==> src/rtl/multiplicador_param_if.sv <==
// Operand/result bundle for the parametrised sequential multiplier.
// The master issues requests and the slave (the multiplier) returns the product.
interface multiplicador_param_if #(
  parameter int WIDTH = 8
);
  logic               start;
  logic               sgn;
  logic [WIDTH-1:0]   a;
  logic [WIDTH-1:0]   b;
  logic               busy;
  logic               done;
  logic [2*WIDTH-1:0] res;

  modport master (
    output start, sgn, a, b,
    input  busy, done, res
  );

  modport slave (
    input  start, sgn, a, b,
    output busy, done, res
  );
endinterface

==> src/rtl/multiplicador_param.sv <==
// Sequential WIDTHxWIDTH multiplier: one DIGITxDIGIT partial product per cycle,
// shifted into a 2*WIDTH accumulator. Signed mode works on magnitudes and fixes the sign at the end.
module multiplicador_param #(
  parameter int WIDTH = 8,
  parameter int DIGIT = 4
) (
  input  logic                 clk,
  input  logic                 rst,
  multiplicador_param_if.slave bus
);
  localparam int N  = WIDTH / DIGIT;
  localparam int IW = (N > 1) ? $clog2(N) : 1;

  generate
    if (WIDTH % DIGIT != 0) begin : g_bad_digit
      $error("multiplicador_param: WIDTH must be a multiple of DIGIT");
    end
  endgenerate

  typedef enum logic [1:0] {
    IDLE,
    CALC,
    FIX
  } state_t;

  state_t             state_q, state_d;
  logic [WIDTH-1:0]   magA_q, magA_d;
  logic [WIDTH-1:0]   magB_q, magB_d;
  logic               neg_q, neg_d;
  logic [2*WIDTH-1:0] acc_q, acc_d;
  logic [IW-1:0]      i_q, i_d;
  logic [IW-1:0]      j_q, j_d;
  logic [2*WIDTH-1:0] res_q, res_d;
  logic               done_q, done_d;
  logic               busy_q, busy_d;

  logic [DIGIT-1:0]   digitA;
  logic [DIGIT-1:0]   digitB;
  logic [2*DIGIT-1:0] digitProd;
  logic [2*WIDTH-1:0] partial;

  // Current digit pair and its product, already placed at its weight (i+j)*DIGIT.
  always_comb begin
    digitA    = DIGIT'(magA_q >> (DIGIT * int'(i_q)));
    digitB    = DIGIT'(magB_q >> (DIGIT * int'(j_q)));
    digitProd = (2*DIGIT)'(digitA) * (2*DIGIT)'(digitB);
    partial   = (2*WIDTH)'(digitProd) << (DIGIT * (int'(i_q) + int'(j_q)));
  end

  always_comb begin
    state_d = state_q;
    magA_d  = magA_q;
    magB_d  = magB_q;
    neg_d   = neg_q;
    acc_d   = acc_q;
    i_d     = i_q;
    j_d     = j_q;
    res_d   = res_q;
    done_d  = 1'b0;
    busy_d  = busy_q;

    unique case (state_q)
      IDLE: begin
        if (bus.start) begin
          // Magnitudes as unsigned WIDTH bits, so the most negative value maps to 2^(WIDTH-1).
          magA_d  = (bus.sgn && bus.a[WIDTH-1]) ? (~bus.a + WIDTH'(1)) : bus.a;
          magB_d  = (bus.sgn && bus.b[WIDTH-1]) ? (~bus.b + WIDTH'(1)) : bus.b;
          neg_d   = bus.sgn & (bus.a[WIDTH-1] ^ bus.b[WIDTH-1]);
          acc_d   = '0;
          i_d     = '0;
          j_d     = '0;
          busy_d  = 1'b1;
          state_d = CALC;
        end
      end

      CALC: begin
        acc_d = acc_q + partial;
        if (j_q == IW'(N - 1)) begin
          j_d = '0;
          if (i_q == IW'(N - 1)) begin
            i_d     = '0;
            state_d = FIX;
          end else begin
            i_d = i_q + IW'(1);
          end
        end else begin
          j_d = j_q + IW'(1);
        end
      end

      FIX: begin
        res_d   = neg_q ? (~acc_q + (2*WIDTH)'(1)) : acc_q;
        done_d  = 1'b1;
        busy_d  = 1'b0;
        state_d = IDLE;
      end

      default: begin
        state_d = IDLE;
        busy_d  = 1'b0;
      end
    endcase
  end

  always_ff @(posedge clk) begin
    if (rst) begin
      state_q <= IDLE;
      magA_q  <= '0;
      magB_q  <= '0;
      neg_q   <= 1'b0;
      acc_q   <= '0;
      i_q     <= '0;
      j_q     <= '0;
      res_q   <= '0;
      done_q  <= 1'b0;
      busy_q  <= 1'b0;
    end else begin
      state_q <= state_d;
      magA_q  <= magA_d;
      magB_q  <= magB_d;
      neg_q   <= neg_d;
      acc_q   <= acc_d;
      i_q     <= i_d;
      j_q     <= j_d;
      res_q   <= res_d;
      done_q  <= done_d;
      busy_q  <= busy_d;
    end
  end

  assign bus.busy = busy_q;
  assign bus.done = done_q;
  assign bus.res  = res_q;
endmodule

==> src/flat_wrapper.sv <==
// flat-port wrapper written by rule: the top's interface ports become plain ports
module multiplicador_param_flat 
#(
  parameter int WIDTH = 8,
  parameter int DIGIT = 4
)
  (clk, rst, bus_start, bus_sgn, bus_a, bus_b, bus_busy, bus_done, bus_res);
  multiplicador_param_if #(.WIDTH(WIDTH)) bus_i ();
  input  logic clk;
  input  logic rst;
  input wire logic [$bits(bus_i.start)-1:0] bus_start;
  input wire logic [$bits(bus_i.sgn)-1:0] bus_sgn;
  input wire logic [$bits(bus_i.a)-1:0] bus_a;
  input wire logic [$bits(bus_i.b)-1:0] bus_b;
  output wire logic [$bits(bus_i.busy)-1:0] bus_busy;
  output wire logic [$bits(bus_i.done)-1:0] bus_done;
  output wire logic [$bits(bus_i.res)-1:0] bus_res;
  assign bus_i.start = bus_start;
  assign bus_i.sgn = bus_sgn;
  assign bus_i.a = bus_a;
  assign bus_i.b = bus_b;
  assign bus_busy = bus_i.busy;
  assign bus_done = bus_i.done;
  assign bus_res = bus_i.res;
  multiplicador_param #(.WIDTH(WIDTH), .DIGIT(DIGIT)) u_core (.clk(clk), .rst(rst), .bus(bus_i));
endmodule
==> config.mk <==
export PLATFORM = sky130hd
export DESIGN_NAME = multiplicador_param_flat
export DESIGN_NICKNAME = d
export VERILOG_FILES = /design/src/rtl/multiplicador_param_if.sv /design/src/rtl/multiplicador_param.sv /design/src/flat_wrapper.sv
export SDC_FILE = /design/constraint.sdc
export NUM_CORES = 1
export LEC_CHECK = 0
export CAP_MARGIN = 20
export CELL_PAD_IN_SITES_DETAIL_PLACEMENT = 0
export CELL_PAD_IN_SITES_GLOBAL_PLACEMENT = 1
export CORE_ASPECT_RATIO = 2
export CORE_MARGIN = 2
export CORE_UTILIZATION = 39
export DETAILED_ROUTE_END_ITERATION = 12
export GPL_TIMING_DRIVEN = 0
export PLACE_DENSITY_LB_ADDON = 0.1
export SYNTH_ARGS = -nofsm -noshare
export SYNTH_HDL_FRONTEND = slang
export SYNTH_SLANG_ARGS = --single-unit
==> constraint.sdc <==
create_clock -name clk -period 5 [get_ports clk]
set_input_delay 0.75 -clock clk [delete_from_list [all_inputs] [get_ports clk]]
set_output_delay 0.75 -clock clk [all_outputs]
set_load 0.02 [all_outputs]
==> results.cfg, run 1 <==
[run_status]
status = finished, violations left
violations = negative setup slack

[setup_path]
reg2regPathDepth = 19
path_class = reg2reg
crit_chain = mux2i_4 -> or2_4 -> fa_1 -> inv_2 -> fa_1 -> inv_2 -> fa_2 -> buf_4 -> xor2_1 -> mux2_2 -> nor2_1 -> ha_1 -> o211a_1 -> o21ai_1 -> nor2_4 -> a2111oi_4 -> nor3_2 -> or2_1 -> a221o_1
critPathSlowestCell = fa_1
crit_required_ns = 5.19
cp_max_fo = 6
slowest_delay_ns = 0.57
crit_path_end_kind = flop
r2r_end = u_core.acc_q[15]
crit_arrival_ns = 5.43
critPathBufInv = 3
regToRegSetupSlack_ns = -0.24
start_kind = flop
startpoint = u_core.j_q
path_delay_family = adder cells
r2r_start = u_core.j_q

[floorplan]
start_util_pct = 39.8
dieArea_um2 = 10700
die_w_um = 74.1
die_h_um = 144
fp.coreArea_um2 = 9640
rows = 51
pin_count = 38

[route]
drtIter0Drc = 112
drc = 0
wirelength_um = 10500
avgViaCountPerCell = 5.31
wire_per_inst_um = 15.7
via_count = 3556
drt_pass1_iterations = 4
ant_nets = 0

[yosys]
synth_cell_types = 53
synth_area_um2 = 3840
post-synth-top-area-cell = dfxtp_1
async_flop_share_pct = 0
yosys.area.top_type_share_pct = 28.7
syn_nets = 526
synthTopCellsByCount = nor2_1, dfxtp_1, nand2_1
synth_edf_count = 0
synth_area_leaders = dfxtp_1, ha_1, nor2_1
yosysSeqAreaShare_pct = 28.7
synth-warning-count = 0
syn_area_per_cell_um2 = 8.16
synth_most_common_cell = nor2_1
synth_ff_type = dfxtp_1
synth-seq-cells = 55
syn-instance-count = 470

[timing]
fin_crit_ns = 5.24
setup_viol = 3
maxSlewViolCount = 0
tightest_slew_ns = 1.03
finalHoldViolCount = 0
max_freq_mhz = 191
worst_slack_ns = -0.241
max_slew_margin_pct = 30.5
skew_ns = 0.00868
tns_ns = -0.308
rsz0062_at_grt = yes
finalCritPeriodShare_pct = 105

[min_path]
hold_path_depth = 2
min_to = u_core.bus.res[14]
hold_start = u_core.bus.res[14]
worstHoldPathType = reg2reg

[global_route]
grt_pass1_vias = 3602
grt_remaining_overflow = 0
grt_pass1_wl_um = 16900
track_usage_pct = 21.2
antenna_found_initial = 0
grt_start_max_net_pins = 18

[cts]
clk_latency_ns = 0.30
cts_tree = built
max-clock-path-buffers = 2
path_clk_slew_ns = 0.08
cts.sinks = 55
cts_buffers = 5
htree_levels = 2
root_buffer = clkbuf_16

[job]
maxCapViolCount = 0

[finish]
area_delta_synth_final_pct = 27.3
nNetsFinal = 593
final_util_pct = 50.7
stdcell_area_um2 = 4880
diodes = 0
drive_gt1_share_pct = 14.1

[placed_design]
dpl.hpwl_um = 8550
post-place-ws_ns = -0.568
io_buffers = 37
gp_congestion = 0.814
placed_area_um2 = 4400

[power_and_ir_drop]
power_leakage_nw = 2.04
power_density_nw_per_um2 = 220
ir_drop_mv = 0.130
p_total_mw = 1.07
## worst register-to-register path, delay by kind of cell (launching register included)
kind,cells,cell delay [ns]
flops,1,0.40
xor+xnor,1,0.14
mux,2,0.48
compound gates,4,1.21
fa+ha+maj,4,1.80
simple gates,5,0.85
buf+inv,3,0.24
## metrics by stage
| step | std cells | hold slack [ns] |
|---|---|---|
| 2_1_floorplan | 470 | 0.436 |
| 5_1_grt | 670 | 0.477 |
| 3_5_place_dp | 639 | 0.448 |
| 3_3_place_gp | 639 | 0.444 |
| 6_report | 670 | 0.454 |
| 4_1_cts | 666 | 0.458 |
## sequential cells by signal, summed over array words and instances, names as in the netlist, 2 cells and up
register and flops:
u_core.magA_q 8, u_core.bus.res 16, u_core.state_q 2, u_core.acc_q 16, u_core.magB_q 8
## layout by cell type, fill, tap and decap left out, types with 16 or more instances in the layout
cell,count
ha_1,29
nand2_1,42
nor2_1,57
a211oi_1,17
clkdlybuf4s50_1,37
xor2_1,18
inv_1,16
a21oi_1,36
buf_4,24
dfxtp_1,53
nand3_1,16
## metal layers
layer / global-route usage [%] / routed length [um] / vias to the layer above
met2: 45.3 / 6470 / 62
li1: - / - / 1824
met5: 0 / 0 / -
met1: 18.1 / 3530 / 1654
met4: 8.90 / 357 / 0
met3: 2.37 / 174 / 16
## area by class of cell
cell class	count	area, um2
flip-flops and latches	55	1110
fillers	942	4750
well taps	132	165
clock inverters	2	38.8
multi-input cells	377	2740
repair buffers	62	562
plain buffers	17	71.3
inverters	19	71.3
clock buffers	6	129
## power by group
part	leakage [nW]	internal [mW]	total [mW]	switching [mW]
clock	0.0815	0.239	0.409	0.170
combinational	1.51	0.0866	0.196	0.110
sequential	0.449	0.452	0.469	0.0164
## cells by family (layout without fill, tap and decap cells)
group	after synthesis	after routing	share of synthesized area, %
compound gates	128	128	23.4
xor+xnor	33	33	7.53
fa+ha+maj	36	36	12.7
buf+inv	38	106	3.91
flops	55	55	28.7
mux	13	13	3.46
simple gates	167	167	20.2
## worst max path at each step
stage / endpoint / cells past startpoint
2_1_floorplan: u_core.acc_q[15] / 22
3_3_place_gp: u_core.acc_q[15] / 22
3_5_place_dp: u_core.acc_q[15] / 22
4_1_cts: u_core.acc_q[15] / 23
5_1_grt: u_core.acc_q[15] / 21
6_report: u_core.acc_q[15] / 19
## timing repair
| action | in CTS | in global routing |
|---|---|---|
| setup endpoints to repair | 4 | 8 |
| resized for setup | 20 | 18 |
| hold buffers | 0 | 0 |
| setup buffers | 19 | 6 |
| pin swaps | 17 | 15 |
Note: power is estimated with default switching activity, not from simulation.
==> run 2: changes to the inputs <==
--- a/config.mk
+++ b/config.mk
@@ -5,15 +5,17 @@
 export SDC_FILE = /design/constraint.sdc
 export NUM_CORES = 1
 export LEC_CHECK = 0
+export ABC_AREA = 1
 export CAP_MARGIN = 20
 export CELL_PAD_IN_SITES_DETAIL_PLACEMENT = 0
 export CELL_PAD_IN_SITES_GLOBAL_PLACEMENT = 1
 export CORE_ASPECT_RATIO = 2
 export CORE_MARGIN = 2
-export CORE_UTILIZATION = 39
+export CORE_UTILIZATION = 38
 export DETAILED_ROUTE_END_ITERATION = 12
 export GPL_TIMING_DRIVEN = 0
 export PLACE_DENSITY_LB_ADDON = 0.1
+export SLEW_MARGIN = 40
 export SYNTH_ARGS = -nofsm -noshare
 export SYNTH_HDL_FRONTEND = slang
 export SYNTH_SLANG_ARGS = --single-unit
==> results.cfg, run 2 <==
[timing]
hold_ws_ns = 0.480
max_slew_margin_pct = 55.4
maxSlewViolCount = 0
tns_ns = 0
setup_viol = 0
tightest_slew_ns = 0.669
finalHoldViolCount = 0
finalCritPeriodShare_pct = 96.3
max_freq_mhz = 208
skew_ns = 0.0126
fin_crit_ns = 4.82

[route]
drtIter0Drc = 144
via_count = 3853
wire_per_inst_um = 15.9
avgViaCountPerCell = 5.10
drt_pass1_iterations = 4
ant_nets = 0
wirelength_um = 12000
drc = 0

[yosys]
synth_cell_types = 45
post-synth-top-area-cell = dfxtp_1
yosys.area.top_type_share_pct = 27.1
synthTopCellsByCount = nand2_1, a21oi_1, inv_1, nor2_1, dfxtp_1
synth-warning-count = 0
synth-seq-cells = 55
synth_area_leaders = dfxtp_1, nand2_1, ha_1
yosysSeqAreaShare_pct = 27.1
synth_most_common_cell = nand2_1
syn_area_per_cell_um2 = 7.09
syn-instance-count = 574
synth_edf_count = 0
synth_area_um2 = 4070
async_flop_share_pct = 0
syn_nets = 630
synth_ff_type = dfxtp_1

[floorplan]
fp.coreArea_um2 = 10500
rows = 53
start_util_pct = 38.8
die_h_um = 150
die_w_um = 77.2
pin_count = 38
dieArea_um2 = 11600

[global_route]
grt-busiest-layer = met2
grt_util_met2_pct = 44.8
grt_start_max_net_pins = 21
use_met1_pct = 19.3
antenna_found_initial = 0
grt_remaining_overflow = 0
grt_pass1_vias = 3845
grt_pass1_wl_um = 19000
use_met3_pct = 1.98
track_usage_pct = 21.4

[setup_path]
crit_required_ns = 5.23
crit_arrival_ns = 5.04
crit_path_end_kind = flop
cp_max_fo = 6
path_class = reg2reg
start_kind = flop

[run_status]
status = completed

[cts]
htree_levels = 2
cts_buffers = 5
max-clock-path-buffers = 2
root_buffer = clkbuf_16
post_cts.repair.setup_buffers = 0
clk_latency_ns = 0.30
hold_buffers = 0
cts.sinks = 55
path_clk_slew_ns = 0.07
cts_tree = built

[power_and_ir_drop]
p_seq_share_pct = 31.9
p_int_mw = 1.02
p_total_mw = 1.80
p_sw_share_pct = 43.3
power_leakage_nw = 2.13
clock_power_share_pct = 20.7
power_density_nw_per_um2 = 373
p_sw_mw = 0.777
p_comb_share_pct = 47.4
ir_drop_mv = 0.187

[finish]
final_cell_mix = nand2_1, a21oi_1, inv_1
diodes = 0
final_common_cell = nand2_1
nNetsFinal = 674
stdcell_area_um2 = 4810
drive_gt1_share_pct = 11.3
fillers = 1141
area_delta_synth_final_pct = 18.3

[min_path]
worstHoldPathType = reg2reg

[placed_design]
placed_area_um2 = 4610
io_buffers = 37
dpl.hpwl_um = 10200
gp_congestion = 0.869

[job]
maxCapViolCount = 0
-- run 2: changes by cell type in the layout (fill, tap and decap cells not counted), sizes merged, moves of 9 or more --
cell and delta:
a21oi +21, nand2 +73, o21ai +24, nand3 +13, a211oi -18, buf -20
a311oi -9, inv +51
-- run 2: area by class of cell --
class	instances	area (um2)	area share, %
repair buffers	37	370	7.69
clock buffers	5	125	2.60
multi-input cells	432	2640	54.9
clock inverters	3	28.8	0.598
flip-flops and latches	55	1100	22.9
plain buffers	18	114	2.37
well taps	137	171	3.56
inverters	69	259	5.38
-- run 2: final timing paths --
check / from / endpoint / slack [ns] / cells past startpoint
worst max-delay path: u_core.i_q / u_core.acc_q[15] / 0.18 / 23
worst min-delay path: u_core.bus.busy / u_core.bus.busy / 0.48 / 2
worst max register to register: u_core.i_q / u_core.acc_q[15] / 0.18 / 23
worst min register to register: u_core.bus.busy / u_core.bus.busy / 0.48 / 2
-- run 2: cells by family after synthesis --
logic type / synth area share [%]
multiplexers: 2.21
buffers and inverters: 9.07
AND/OR/NAND/NOR: 25.9
XOR/XNOR: 4.09
AO/OA/AOI/OAI: 19.7
adder cells (fa/ha/maj): 12.0
flip-flops: 27.1
-- run 2: power groups by stage --
stage | Combinational [mW] | Sequential, mW | Clock (mW)
3_5_place_dp | 0.840 | 0.579 | 0
2_1_floorplan | 0.566 | 0.584 | 0
3_3_place_gp | 0.827 | 0.578 | 0
5_1_grt | 0.939 | 0.581 | 0.396
4_1_cts | 0.851 | 0.572 | 0.380
6_report | 0.852 | 0.572 | 0.372
-- run 2: timing repair --
| item | CTS | global route |
|---|---|---|
| cloned | 0 | 0 |
| pin swaps | 0 | 3 |
| gates resized for setup | 4 | 9 |
| endpoints found under the setup margin | 3 | 6 |
-- run 2: per-stage QoR --
| step | util [%] | setup WS, ns | std cells |
|---|---|---|---|
| 6_report | 45.9 | 0.184 | 756 |
| 4_1_cts | 45.6 | 0.0147 | 756 |
| 3_5_place_dp | 44.0 | -0.0887 | 748 |
| 2_1_floorplan | - | 0.647 | 574 |
| 3_3_place_gp | 44.0 | -0.0256 | 748 |
| 5_1_grt | 45.9 | -0.00930 | 756 |
-- run 2: per-layer routing --
layer  vias up  share of wire [%]
met5         -                  0
met4         0                5.1
met3        19                1.9
met2        58                 58
met1      1772                 35
li1       2004                  -
-- run 2: worst max-delay path, stage by stage (launching register included) --
cell     delay, ns
dfxtp_1       0.33
buf_6         0.15
mux2i_2       0.20
or2_2         0.33
fa_1          0.54
inv_1         0.06
fa_1          0.57
inv_1         0.08
fa_2          0.41
o21ai_2       0.13
xnor2_1       0.15
nand2_1       0.07
o21ai_0       0.13
nor2_1        0.15
ha_1          0.38
nand2_1       0.11
nor3_1        0.15
nand2_1       0.08
nand2_2       0.11
nand3_1       0.13
nor2b_1       0.17
nand3_1       0.07
nand3_1       0.10
a21oi_1       0.13
